## src/rtl/arb_pkg.sv

```systemverilog
// arb_pkg: shared state type and one-hot helper for the round-robin arbiter
package arb_pkg;

    typedef enum logic {IDLE, OWNED} arb_state_t;

    function automatic logic [31:0] onehot(input int unsigned idx);
        return 32'd1 << idx;
    endfunction

endpackage

```

## src/rtl/rr_pick.sv

```systemverilog
// rr_pick: first set request bit searching from start upward, wrapping N-1 -> 0
module rr_pick #(
    parameter int N = 2,
    localparam int IW = $clog2(N)
) (
    input  logic [N-1:0]  req,
    input  logic [IW-1:0] start,
    output logic          found,
    output logic [IW-1:0] idx
);

    // Scan farthest-first so the nearest candidate is the last one written.
    always_comb begin
        found = 1'b0;
        idx = '0;
        for (int k = N - 1; k >= 0; k--) begin
            int j;
            j = (int'(start) + k) % N;
            if (req[IW'(j)]) begin
                found = 1'b1;
                idx = IW'(j);
            end
        end
    end

endmodule

```

## src/rtl/rr_grant_arbiter.sv

```systemverilog
// rr_grant_arbiter: registered round-robin arbiter with optional hold limit
module rr_grant_arbiter
    import arb_pkg::*;
#(
    parameter int N = 2,
    parameter int MAX_HOLD = 0
) (
    input  logic                 clk,
    input  logic                 rst,
    input  logic [N-1:0]         request,
    output logic [N-1:0]         grant,
    output logic [$clog2(N)-1:0] grant_id,
    output logic                 busy
);

    localparam int IW = $clog2(N);
    localparam int HW = (MAX_HOLD < 1) ? 1 : $clog2(MAX_HOLD + 1);
    localparam logic [HW-1:0] HMAX = HW'((MAX_HOLD < 1) ? 0 : MAX_HOLD - 1);

    arb_state_t state, state_n;
    logic [N-1:0] grant_n;
    logic [IW-1:0] id_n, last_owner, last_n, idle_idx, own_idx;
    logic [HW-1:0] hold_cnt, hold_n;
    logic busy_n, idle_found, own_found;

    function automatic logic [IW-1:0] inc(input logic [IW-1:0] i);
        return (int'(i) == N - 1) ? '0 : i + 1'b1;
    endfunction

    rr_pick #(.N(N)) u_idle_pick (
        .req(request),
        .start(inc(last_owner)),
        .found(idle_found),
        .idx(idle_idx)
    );

    // The owner is masked out, so own_found means "someone else is waiting".
    rr_pick #(.N(N)) u_own_pick (
        .req(request & ~N'(onehot(int'(grant_id)))),
        .start(inc(grant_id)),
        .found(own_found),
        .idx(own_idx)
    );

    always_comb begin
        state_n = state;
        grant_n = grant;
        id_n = grant_id;
        busy_n = busy;
        hold_n = hold_cnt;
        last_n = last_owner;
        if (state == IDLE) begin
            if (idle_found) begin
                state_n = OWNED;
                grant_n = N'(onehot(int'(idle_idx)));
                id_n = idle_idx;
                busy_n = 1'b1;
                hold_n = '0;
                last_n = idle_idx;
            end else begin
                grant_n = '0;
                busy_n = 1'b0;
            end
        end else if ((!request[grant_id] || (MAX_HOLD != 0 && hold_cnt == HMAX)) && own_found) begin
            grant_n = N'(onehot(int'(own_idx)));
            id_n = own_idx;
            hold_n = '0;
            last_n = own_idx;
        end else if (!request[grant_id]) begin
            state_n = IDLE;
            grant_n = '0;
            busy_n = 1'b0;
            hold_n = '0;
        end else begin
            hold_n = (hold_cnt == HMAX) ? hold_cnt : hold_cnt + 1'b1;
        end
    end

    always_ff @(posedge clk or posedge rst) begin
        if (rst) begin
            state <= IDLE;
            grant <= '0;
            grant_id <= '0;
            busy <= 1'b0;
            hold_cnt <= '0;
            last_owner <= IW'(N - 1);
        end else begin
            state <= state_n;
            grant <= grant_n;
            grant_id <= id_n;
            busy <= busy_n;
            hold_cnt <= hold_n;
            last_owner <= last_n;
        end
    end

endmodule

```

## config.mk

```make
export PLATFORM = sky130hd
export DESIGN_NAME = rr_grant_arbiter
export DESIGN_NICKNAME = d
export VERILOG_FILES = /design/src/rtl/arb_pkg.sv /design/src/rtl/rr_pick.sv /design/src/rtl/rr_grant_arbiter.sv
export SDC_FILE = /design/constraint.sdc
export NUM_CORES = 1
export LEC_CHECK = 0
export ABC_AREA = 1
export BUFFER_PORTS_ARGS = -buffer_cell sky130_fd_sc_hd__buf_4
export CAP_MARGIN = 15
export CORE_AREA = 2 2 39 41
export CTS_CLUSTER_DIAMETER = 80
export CTS_CLUSTER_SIZE = 28
export DETAILED_ROUTE_END_ITERATION = 6
export DIE_AREA = 0 0 41 43
export SLEW_MARGIN = 20
export SYNTH_ARGS = -nofsm -noshare
export SYNTH_HDL_FRONTEND = slang
export SYNTH_SLANG_ARGS = --single-unit
```

## constraint.sdc

```tcl
create_clock -name clk -period 1.9 [get_ports clk]
set_input_delay 0.38 -clock clk [delete_from_list [all_inputs] [get_ports clk]]
set_output_delay 0.38 -clock clk [all_outputs]
set_load 0.1 [all_outputs]
```

### Word-level counts from Yosys, hierarchy flattened

Cells that the tools add are included.
Widths: inputs -> output; s select.

* bitwise logic cells: 2
* $add $sub $neg: 4
* multiplexer cells: 34
* reductions and logical operators: 5
* shift-type cells: 3
* $lt $le $gt $ge: 5
* equality and inequality tests: 4

Operator list (number)
* $mux 1: 30
* $lt 1x3->1 const B: 4
* $mux 2: 4
* $add 1x1->1 const B: 4
* $ne 2x2->1 const B: 2
* $reduce_and 2->1: 2
* $shl 1x1->2 const A: 2
* $ne 3x2->1 const B: 1
* $lt 1x2->1 const B: 1
* $ne 2x1->1 const B: 1
* $reduce_bool 2->1: 1
* $and 1x1->1: 1
* $logic_and 1x1->1: 1
* $logic_not 1->1: 1
* $not 1->1: 1
* $shl 1x1->1 const A: 1

* register bits: 6
* output and inout port bits: 4
* logic and storage cells: 62

### Depth between registers and ports, before layout

Gate-level depths: netlist of the first run.

* word-level depth: 11
* mapped depth: 5
* mapped depth without buffers: 5

### Hierarchy

From an unflattened synthesis of the first run, not the netlist that was laid out.

* cell total of the unflattened synthesis: 50
* area, all modules: 342.8 um2

Modules (own cells, without submodules)
* rr_grant_arbiter: instances 1, cells an instance 44, area each 312.8 um2, sequential area each 151.4 um2
* rr_pick: instances 2, cells an instance 3, area each 15.0 um2, sequential area each 0.0 um2

### Worst setup path after synthesis of the first run

No wires, ideal clock.

* path type: reg-to-reg
* start: register grant_id
* end: register grant[0]
* data arrival time: 1.439 ns
* path buffers: 0
* path slack: 0.394 ns
* required time: 1.832 ns
* cell stages (with the launch flop): 5
* cell sequence: dfrtp_1 > nand3_1 > nand2_1 > nand2_1 > nand2_1

* word-level cells in the longest chain between the ends: 10
* elaborated cells between the ends (all ways): 22

Ends and longest elaborated chain
* start: declaration: line rr_grant_arbiter.sv:12 `output logic [$clog2(N)-1:0] grant_id,`
* start signal: assignment: line rr_grant_arbiter.sv:90 `grant_id <= id_n;`
* $shl 1x1->1: line arb_pkg.sv:7 `return 32'd1 << idx;`
* $not 1->1: line rr_grant_arbiter.sv:39 `.req(request & ~N'(onehot(int'(grant_id)))),`
* $and 1x1->1: line rr_grant_arbiter.sv:39
* $mux 1 (implied by the code) (2 in a row): line rr_pick.sv:19 `if (req[IW'(j)]) begin`
* $mux 1 (2 in a row): line rr_pick.sv:19
* $shl 1x1->2 / $logic_and 1x1->1 (equally long branches): line arb_pkg.sv:7, rr_grant_arbiter.sv:64
* $mux 2: line rr_grant_arbiter.sv:64 `end else if ((!request[grant_id] || (MAX_HOLD != 0 && hold_cnt == HMAX)) && own_found) begin`
* $mux 2: line rr_grant_arbiter.sv:52 `if (state == IDLE) begin`
* end signal: assignment: line rr_grant_arbiter.sv:89 `grant <= grant_n;`
* end: declaration: line rr_grant_arbiter.sv:11 `output logic [N-1:0] grant,`

Several ways; a longest one is shown, not always the timed one. The select of a mux whose other input is x is not followed.
A chain may end at the register's enable or synchronous reset.

### Final worst setup path of the first run

* start: register grant_id
* end: output grant_id

No word-level cell between the ends.

==> summary.md, run 1 <==
| Metric | Value |
|---|---|
| Initial Utilization | `0.197` |
| CTS root buf | `clkbuf_4` |
| Area Growth Syn to Fin | `36.2%` |
| Finished Cell Area | `approximately 370 sq um` |
| Die ar. | `~0.0018 sq mm` |
| Slowest stage cell, crit path | `dfrtp_1` |
| Worst path bufs/invs | `1` |
| Setup-failing EPs final | `0` |
| Pwr per Cell Area | `1500 mW/mm^2` |
| Initial detailed-routing violation count | `8` |
| Routed Antenna Nets | `0` |
| Area leader, netlist | `dfrtp_1` |
| Post-synthesis adder-cell area fraction | `0` |
| Sequential fraction of the synthesis area | `0.555` |
| Total CTS buffers | `3` |
| Slew HR | `0.816` |
| H-tree Lvls | `1` |
| Fraction of layout cells with a size suffix above 1 | `0.283` |
| Count leader, synth | `nand2_1` |
| Largest family of logic cells by synthesized area | `simple AND/OR/NAND/NOR gates` |
| Worst slew pin tran | `~0.28 ns` |
| Seq cells post-synth | `6` |
| Wirelength per Cell | `8.90 um` |
| CTS tree | `yes` |
| Number of synthesized flops with an enable pin | `0` |
| TritonRoute pass-1 iters | `4` |
| Syn nets | `39` |
| CP startpoint kind | `flop` |
| Setup TNS | `0 ns` |
| PostCTS Resize Cnt | `0` |
| DR vias | `242` |
| First-pass GRT wire length | `966 um` |
| Ant diodes | `0` |
| Max FO, Critical Path | `5` |
| Mux share of post-synthesis cell area | `0` |
| Crit path cell chain | `buf_4` |
| Final core utilization | `0.269` |
| Die W | `slightly above 40 um` |
| Nets | `slightly above 50` |
| Period minus WS final | `~1.4 ns` |
| Die Ht | `between 40 and 50 um` |
| Post-Synth Simple-Gate Area | `0.321` |
| Worst-skew pair later-pin latency | `approximately 0.24 ns` |
| Mapped Area | `~270 sq um` |
| Crit-path max cell delay | `roughly 0.42 ns` |
| Core Rows | `14` |
| Port-buffer cells | `7` |
| Tot GR Track Use | `0.0940` |
| Tcrit/Tclk final | `0.715` |
| Delay-heaviest family, CP | `flip-flops` |
| Clk_skew | `0.00204 ns` |
| Placer Congestion | `roughly 0.71` |
| Run status | `completed` |
| Initial antenna violation count | `0` |
| CP Capture Type | `output pin` |
| Sink Count | `6` |
| Vias in the first global route | `250` |
| Max-cap violations | `0` |
| Post-CTS Setup Repair Bufs | `0` |
| Final routed DRC violation total | `0` |
| DR vias/cell | `3.90` |
| Endpoint arrival time on the critical path | `slightly below 1 ns` |
| Final Slew Violations | `0` |
| Final Hold Viols | `0` |
| Synth cell types | `9` |
| Gate Count Post-Synth | `35` |
| Xor and xnor area share after synthesis | `0` |
| Routed WL | `552 um` |
| Clk buf depth | `2` |
| Maximum vdd ir drop | `between 0.5 and 0.6 mV` |
| Largest net degree at the start of global routing | `7` |
| Hold WC Path Type | `in2async` |
| Core Area | `around 0.0014 sq mm` |
| Top cell type's share of synthesized area | `0.459` |
| # IOs | `8` |
| Worst path required time | `1.52 ns` |
| Compound-Gate Fraction of Synth Area | `0.0275` |
| Post-synth ARST share | `1.00` |
| Crit Path Class | `reg2out` |
| Fmax achieved | `~0.74 GHz` |
| Synth area leaders | `dfrtp_1 (46%), nand2_1 (15%), dfstp_2 (9.6%), nand3_1 (9.2%), inv_1 (8.3%)` |
| Top cells by count, synth | `nand2_1 (11), inv_1 (6), dfrtp_1 (5), nand3_1 (5), nor2_1 (4)` |
| DP Area | `between 300 and 400 sq um` |
| YS warnings | `0` |
| Overflow after GRT | `0` |
| Worst-path clk slew | `approximately 0.050 ns` |
| Post-DP HPWL | `between 400 and 500 um` |
| Hold Buf Count CTS | `0` |
| RSZ-0062 raised after global routing | `false` |
| LEAKAGE | `about 0.22 nW` |
| Syn avg cell area | `7.79 sq um` |
| Main flop type after synthesis | `dfrtp_1` |
[flip-flops by register name, indices dropped and copies added, names as in the netlist]
name        count
grant_id        1
grant           2
busy            1
last_owner      1
state           1
[where the power goes]
group / leakage (nW) / total [W] / internal [W] / switching (W)
Clock: 0.0150 / 0.000126 / 0.0000796 / 0.0000463
Sequential: 0.0730 / 0.000186 / 0.000163 / 0.0000234
Combinational: 0.128 / 0.000246 / 0.0000510 / 0.000195
[path summary, 6_finish.rpt]
kind / from / end / slack (ns) / depth (start not counted)
max: grant_id$_DFFE_PP0P_ / grant_id / 0.54 / 1
min: rst / busy$_DFFE_PP0P_ / 0.05 / 2
max reg2reg: last_owner$_DFFE_PP1P_ / grant[1]$_DFFE_PP0P_ / 1.03 / 3
min reg2reg: last_owner$_DFFE_PP1P_ / last_owner$_DFFE_PP1P_ / 0.48 / 2
max in group asynchronous: rst / last_owner$_DFFE_PP1P_ / 1.60 / 2
min in group clk: request[0] / state$_DFF_PP0_ / 0.39 / 3
[through the flow]
| stage | hold slack [ns] | setup WS [ns] | cells | power, W |
|---|---|---|---|---|
| after floorplan | 0.170 | 0.394 | 35 | 0.000379 |
| after global placement | 0.313 | 0.840 | 58 | 0.000431 |
| after detailed placement | 0.318 | 0.825 | 58 | 0.000433 |
| after CTS | 0.0488 | 0.539 | 62 | 0.000568 |
| after global routing | 0.0456 | 0.506 | 62 | 0.000598 |
| final | 0.0495 | 0.542 | 62 | 0.000558 |
[logic make-up after synthesis]
group	count (synthesis)
flops	6
simple gates	21
buf+inv	7
compound gates	1
[final cells by class]
cell class,count,area (sq um)
Fill cell,158,1010
Clock buffer,4,26.3
Sequential cell,6,151
Inverter,7,26.3
Multi-Input combinational cell,22,95.1
Tap cell,16,20.0
Timing Repair Buffer,7,52.6
[worst register-to-register path: stages, from the launching register on]
cell and delay, ns:
dfstp_2 0.52, inv_1 0.05, nand3_1 0.12, nand2_1 0.07
[cells in the final DEF (no fill, tap or decap)]
cell type,count
dfrtp_1,5
clkbuf_1,1
nand2_2,1
inv_2,1
o21a_1,1
buf_4,7
clkbuf_4,3
nand2_1,11
dfstp_2,1
nand3_1,5
inv_1,6
nor2_1,4
[routing by layer]
layer	vias to the layer above	GRT usage	share of wire
li1	126	-	-
met2	8	0.113	0.46
met3	0	0.0785	0.069
met1	108	0.0987	0.47
met5	-	0	0
met4	0	0.0800	0
(Power assumes the default switching activity.)
==> run 2: changes to the inputs <==
==> constraint.sdc (replaced) <==
create_clock -name clk -period 1.3 [get_ports clk]
set_input_delay 0.26 -clock clk [delete_from_list [all_inputs] [get_ports clk]]
set_output_delay 0.26 -clock clk [all_outputs]
set_load 0.1 [all_outputs]
==> run 2 against run 1 <==
Against the previous run:
- non-clock buffer count is 1 higher
- final cell count is 1.6% higher
- utilization is 0.81 points higher
- largest cell class unchanged
- via count is 2.9% lower
- critical endpoint unchanged
- flip-flop and latch count stayed put
==> summary.md, run 2 (synthesized netlist as in run 1, its figures left out) <==
| Metric | Value |
|---|---|
| R2r endpoint | `grant[0]$_DFFE_PP0P_` |
| Clk_skew | `~0.0060 ns` |
| Post-CTS Setup Repair Bufs | `0` |
| CP Capture Type | `output pin` |
| Hold WC Path Type | `in2reg` |
| Initial Utilization | `0.197` |
| Die Ht | `43 um` |
| Area Growth Syn to Fin | `40.4%` |
| Vias in the first global route | `225` |
| # IOs | `8` |
| Largest net degree at the start of global routing | `7` |
| Nets | `52` |
| Fmax achieved | `0.842 GHz` |
| Fill cells | `between 150 and 200` |
| Most frequent cells in the layout | `nand2_1 (11), buf_4 (7), inv_1 (6)` |
| Ant diodes | `0` |
| First-pass GRT wire length | `approximately 830 um` |
| Core Rows | `14` |
| Pwr per Cell Area | `2140 mW/mm^2` |
| Post-layout power | `0.000821 W` |
| Tcrit/Tclk final | `0.914` |
| Slew HR | `0.816` |
| Endpoint arrival time on the critical path | `0.93 ns` |
| RSZ-0062 raised after global routing | `false` |
| Total CTS buffers | `3` |
| DR vias | `between 200 and 250` |
| H-tree Lvls | `1` |
| Final routed DRC violation total | `0` |
| Worst Hold Path EP | `state$_DFF_PP0_` |
| Worst path bufs/invs | `1` |
| Finished Cell Area | `383 sq um` |
| Tot GR Track Use | `0.0778` |
| Final Slew Violations | `0` |
| RR Startpoint | `state$_DFF_PP0_` |
| Slowest stage cell, crit path | `dfrtp_2` |
| DR vias/cell | `3.73` |
| Run status | `completed` |
| Routed Antenna Nets | `0` |
| Core Area | `0.00138 sq mm` |
| Maximum vdd ir drop | `between 0.5 and 0.6 mV` |
| Post-DP HPWL | `slightly below 400 um` |
| CP startpoint kind | `flop` |
| Placer Congestion | `roughly 0.7` |
| Hold-critical path depth | `3` |
| Worst path required time | `1.04 ns` |
| Initial antenna violation count | `0` |
| Non-filler cells, final | `between 60 and 70` |
| Die W | `~40 um` |
| Final Hold Viols | `0` |
| Area taken by flip-flops and latches | `around 150 sq um` |
| Delay-heaviest family, CP | `flip-flops` |
| Period minus WS final | `about 1.2 ns` |
| Initial detailed-routing violation count | `1` |
| CTS root buf | `clkbuf_4` |
| Worst slew pin tran | `about 0.28 ns` |
| Sink Count | `6` |
| Max-cap violations | `0` |
| LEAKAGE | `approximately 0.22 nW` |
| Clk buf depth | `2` |
| Sw Pwr | `approximately 0.00039 W` |
| Setup-failing EPs final | `0` |
| Sequential power share | `0.329` |
| Max FO, Critical Path | `5` |
| Comb pwr share | `0.440` |
| Multi-input logic area | `95.1 sq um` |
| Fraction of layout cells with a size suffix above 1 | `0.298` |
| CTS tree | `yes` |
| Crit Path Class | `reg2out` |
| Routed WL | `512 um` |
| Setup TNS | `0 ns` |
| DP Area | `roughly 350 sq um` |
| Biggest register | `grant` |
| Worst Hold Launch | `request[0]` |
| TritonRoute pass-1 iters | `2` |
| Crit path cell chain | `buf_4` |
| Port-buffer cells | `7` |
| Worst-path clk slew | `0.05 ns` |
| Sw frac | `0.472` |
| Worst-skew pair later-pin latency | `roughly 0.25 ns` |
| Flop2flop setup slack | `between 0.4 and 0.5 ns` |
| Crit-path max cell delay | `0.38 ns` |
| Flip-flop count of the largest register after layout | `2` |
| Reg2Reg Depth | `5` |
| Overflow after GRT | `0` |
| Commonest non-fill, non-tap cell in the layout | `nand2_1` |
| Wirelength per Cell | `just over 8 um` |
| Inst Count DP | `between 50 and 60` |
| Clock network power share | `0.231` |
| Die ar. | `roughly 0.0018 sq mm` |
| Pint | `approximately 0.00043 W` |
==> run 2: changes by cell type in the layout (fill, tap and decap cells not counted), sizes merged <==
cell         before  now
dlygate4sd3       0    1
==> run 2: power groups by stage <==
stage,Clock (W),Combinational (W),Sequential (W)
finish,0.000190,0.000361,0.000270
global route,0.000206,0.000382,0.000276
CTS,0.000195,0.000365,0.000270
detailed placement,0,0.000362,0.000273
global placement,0,0.000361,0.000272
floorplan,0,0.0000736,0.000482
==> run 2: through the flow <==
step                 util  setup WS, ns  hold slack (ns)
global route        0.277        0.0864            0.271
CTS                 0.277         0.104            0.250
detailed placement  0.250         0.377            0.196
global placement    0.250         0.382            0.193
finish              0.277         0.112            0.254
floorplan               -         0.115           0.0502
==> run 2: how the worst max path moves through the flow <==
stage	start	to	depth (start not counted)
finish	grant_id$_DFFE_PP0P_	grant_id	1
global route	grant_id$_DFFE_PP0P_	grant_id	1
CTS	grant_id$_DFFE_PP0P_	grant_id	1
detailed placement	grant_id$_DFFE_PP0P_	grant_id	1
global placement	grant_id$_DFFE_PP0P_	grant_id	1
floorplan	grant_id$_DFFE_PP0P_	grant[0]$_DFFE_PP0P_	4
==> run 2: timing repair <==
item	CTS	global route
hold buffers	1	0
endpoints found under the hold margin	5	0
endpoints found under the setup margin	0	0
gates resized for setup	0	0
==> run 2: final cells by class <==
| cell class | count | area share |
|---|---|---|
| Multi-Input combinational cell | 22 | 0.248 |
| Sequential cell | 6 | 0.399 |
| Timing Repair Buffer | 8 | 0.163 |
| Clock buffer | 4 | 0.0686 |
| Tap cell | 16 | 0.0523 |
| Inverter | 7 | 0.0686 |
==> run 2: routing by layer <==
| metal | track usage | vias up | share of wire |
|---|---|---|---|
| met4 | 0.0800 | 0 | 0.016 |
| met1 | 0.0885 | 97 | 0.50 |
| met2 | 0.0906 | 8 | 0.39 |
| li1 | - | 128 | - |
| met3 | 0.0471 | 2 | 0.088 |
| met5 | 0 | - | 0 |
==> run 3: changes to the inputs <==
--- a/config.mk
+++ b/config.mk
@@ -13,6 +13,8 @@
 export CTS_CLUSTER_SIZE = 28
 export DETAILED_ROUTE_END_ITERATION = 6
 export DIE_AREA = 0 0 41 43
+export REMOVE_ABC_BUFFERS = 1
+export SKIP_LAST_GASP = 1
 export SLEW_MARGIN = 20
 export SYNTH_ARGS = -nofsm -noshare
 export SYNTH_HDL_FRONTEND = slang
==> run 3 against run 2 <==
Against the previous run:
- sequential power barely moved
- clock power is 3% lower
- wire length increased by 8.2%
- sequential share of layout area fell by 0.20 points
- register-to-register slack about the same
- final area fell by 0.33%
- total power down 0.37%
- first-iteration DRC count grew to 8.0 times the previous value
- combinational power is essentially flat
- via count rose by 4.7%
- flip-flop and latch count unchanged
- global-route usage increased by 1.6 points
==> summary.md, run 3 (synthesized netlist as in run 1, its figures left out) <==
| Metric | Value |
|---|---|
| Flip-flop count of the largest register after layout | `2` |
| Worst-path clk slew | `roughly 0.040 ns` |
| Post-DP HPWL | `approximately 420 um` |
| Commonest non-fill, non-tap cell in the layout | `nand2_1` |
| DR vias/cell | `around 4` |
| Port-buffer cells | `7` |
| Wirelength per Cell | `roughly 8.8 um` |
| RSZ-0062 raised after global routing | `false` |
| Setup-failing EPs final | `0` |
| DR vias | `approximately 250` |
| # IOs | `8` |
| Placer Congestion | `a little over 0.7` |
| TritonRoute pass-1 iters | `4` |
| Post-CTS Setup Repair Bufs | `0` |
| Most frequent cells in the layout | `nand2_1 (11), buf_4 (7), inv_1 (6)` |
| Final Slew Violations | `0` |
| Core Rows | `14` |
| Worst-skew pair later-pin latency | `about 0.24 ns` |
| First-pass GRT wire length | `966 um` |
| Clk buf depth | `2` |
| Worst path required time | `around 1.0 ns` |
| Period minus WS final | `1.24 ns` |
| Fmax achieved | `approximately 0.81 GHz` |
| CTS tree | `yes` |
| Worst slew pin tran | `roughly 0.28 ns` |
| Core Area | `0.00138 sq mm` |
| Slowest stage cell, crit path | `dfrtp_1` |
| Setup WS pre-CTS | `approximately 0.34 ns` |
| Crit Path Class | `reg2out` |
| Worst path bufs/invs | `1` |
| Tot GR Track Use | `0.0940` |
| Nets | `52` |
| LEAKAGE | `around 0.22 nW` |
| Die W | `slightly above 40 um` |
| Biggest register | `grant` |
| CP startpoint kind | `flop` |
| H-tree Lvls | `1` |
| Final hold slack | `about 0.27 ns` |
| Max-cap violations | `0` |
| Slew HR | `0.816` |
| Total CTS buffers | `3` |
| Max FO, Critical Path | `5` |
| Ant diodes | `0` |
| Fraction of layout cells with a size suffix above 1 | `0.277` |
| Hold WC Path Type | `in2reg` |
| Overflow after GRT | `0` |
| CTS root buf | `clkbuf_4` |
| Tcrit/Tclk final | `0.952` |
| Final Hold Viols | `0` |
| Initial detailed-routing violation count | `8` |
| Crit path cell chain | `buf_4` |
| Clk_skew | `between 0.002 and 0.0025 ns` |
| Run status | `completed` |
| Endpoint arrival time on the critical path | `just under 1 ns` |
| Crit-path max cell delay | `0.42 ns` |
| Pwr per Cell Area | `between 2000 and 2500 mW/mm^2` |
| Final routed DRC violation total | `0` |
| Vias in the first global route | `250` |
| Routed Antenna Nets | `0` |
| Setup WS post-layout | `slightly above 0.06 ns` |
| Die Ht | `43 um` |
| Largest net degree at the start of global routing | `7` |
| Delay-heaviest family, CP | `flip-flops` |
| Area Growth Syn to Fin | `39.9%` |
| Initial Utilization | `0.197` |
| Initial antenna violation count | `0` |
| CP Capture Type | `output pin` |
| Sink Count | `6` |
| Routed WL | `roughly 550 um` |
| Post-layout power | `about 0.00082 W` |
| Maximum vdd ir drop | `about 0.79 mV` |
| Die ar. | `about 0.0018 sq mm` |
-- run 3: cell counts in the layout (fill, tap and decap cells not counted) --
No cell type changed its count.
-- run 3: area by class of cell --
| type | count | area [sq um] |
|---|---|---|
| fill | 157 | 1000 |
| tap | 16 | 20.0 |
| inverter | 7 | 26.3 |
| sequential | 6 | 151 |
| timing repair buffer | 8 | 62.6 |
| multi-input combinational | 22 | 95.1 |
| clock buffer | 4 | 26.3 |
-- run 3: repair_timing --
item,CTS,global route
hold buffers,1,0
endpoints found under the hold margin,5,0
resized for setup,0,0
endpoints found under the setup margin,0,0
-- run 3: final timing paths --
check	slack, ns	from	cells past startpoint	to
worst max-delay path	0.06	grant_id$_DFFE_PP0P_	1	grant_id
worst max register to register	0.43	last_owner$_DFFE_PP1P_	3	grant[1]$_DFFE_PP0P_
worst min register to register	0.48	last_owner$_DFFE_PP1P_	2	last_owner$_DFFE_PP1P_
max in group asynchronous	0.56	rst	3	last_owner$_DFFE_PP1P_
worst min-delay path	0.27	request[0]	3	state$_DFF_PP0_
min in group asynchronous	0.48	rst	3	busy$_DFFE_PP0P_
-- run 3: routing by layer --
layer	up-vias	track usage	wire length, um
met4	0	0.0800	0
met3	0	0.0785	37
met1	110	0.0987	262
met2	8	0.113	254
met5	-	0	0
li1	128	-	-
-- run 3: tightest hold or removal path, cell delays in order --
cell	delay, ns
buf_4	0.11
inv_1	0.05
nand2_2	0.06
-- run 3: power by group --
part	internal (W)	switching [W]	total, W
Combinational	0.0000765	0.000286	0.000362
Sequential	0.000238	0.0000341	0.000272
Clock	0.000116	0.0000676	0.000184
-- run 3: metrics by stage --
| stage | setup TNS [ns] | instance area, sq um | cells | utilization |
|---|---|---|---|---|
| after floorplan | -0.862 | 273 | 35 | - |
| after global routing | 0 | 382 | 63 | 0.276 |
| after CTS | 0 | 382 | 63 | 0.276 |
| final | 0 | 382 | 63 | 0.276 |
| after global placement | 0 | 345 | 58 | 0.250 |
| after detailed placement | 0 | 345 | 58 | 0.250 |
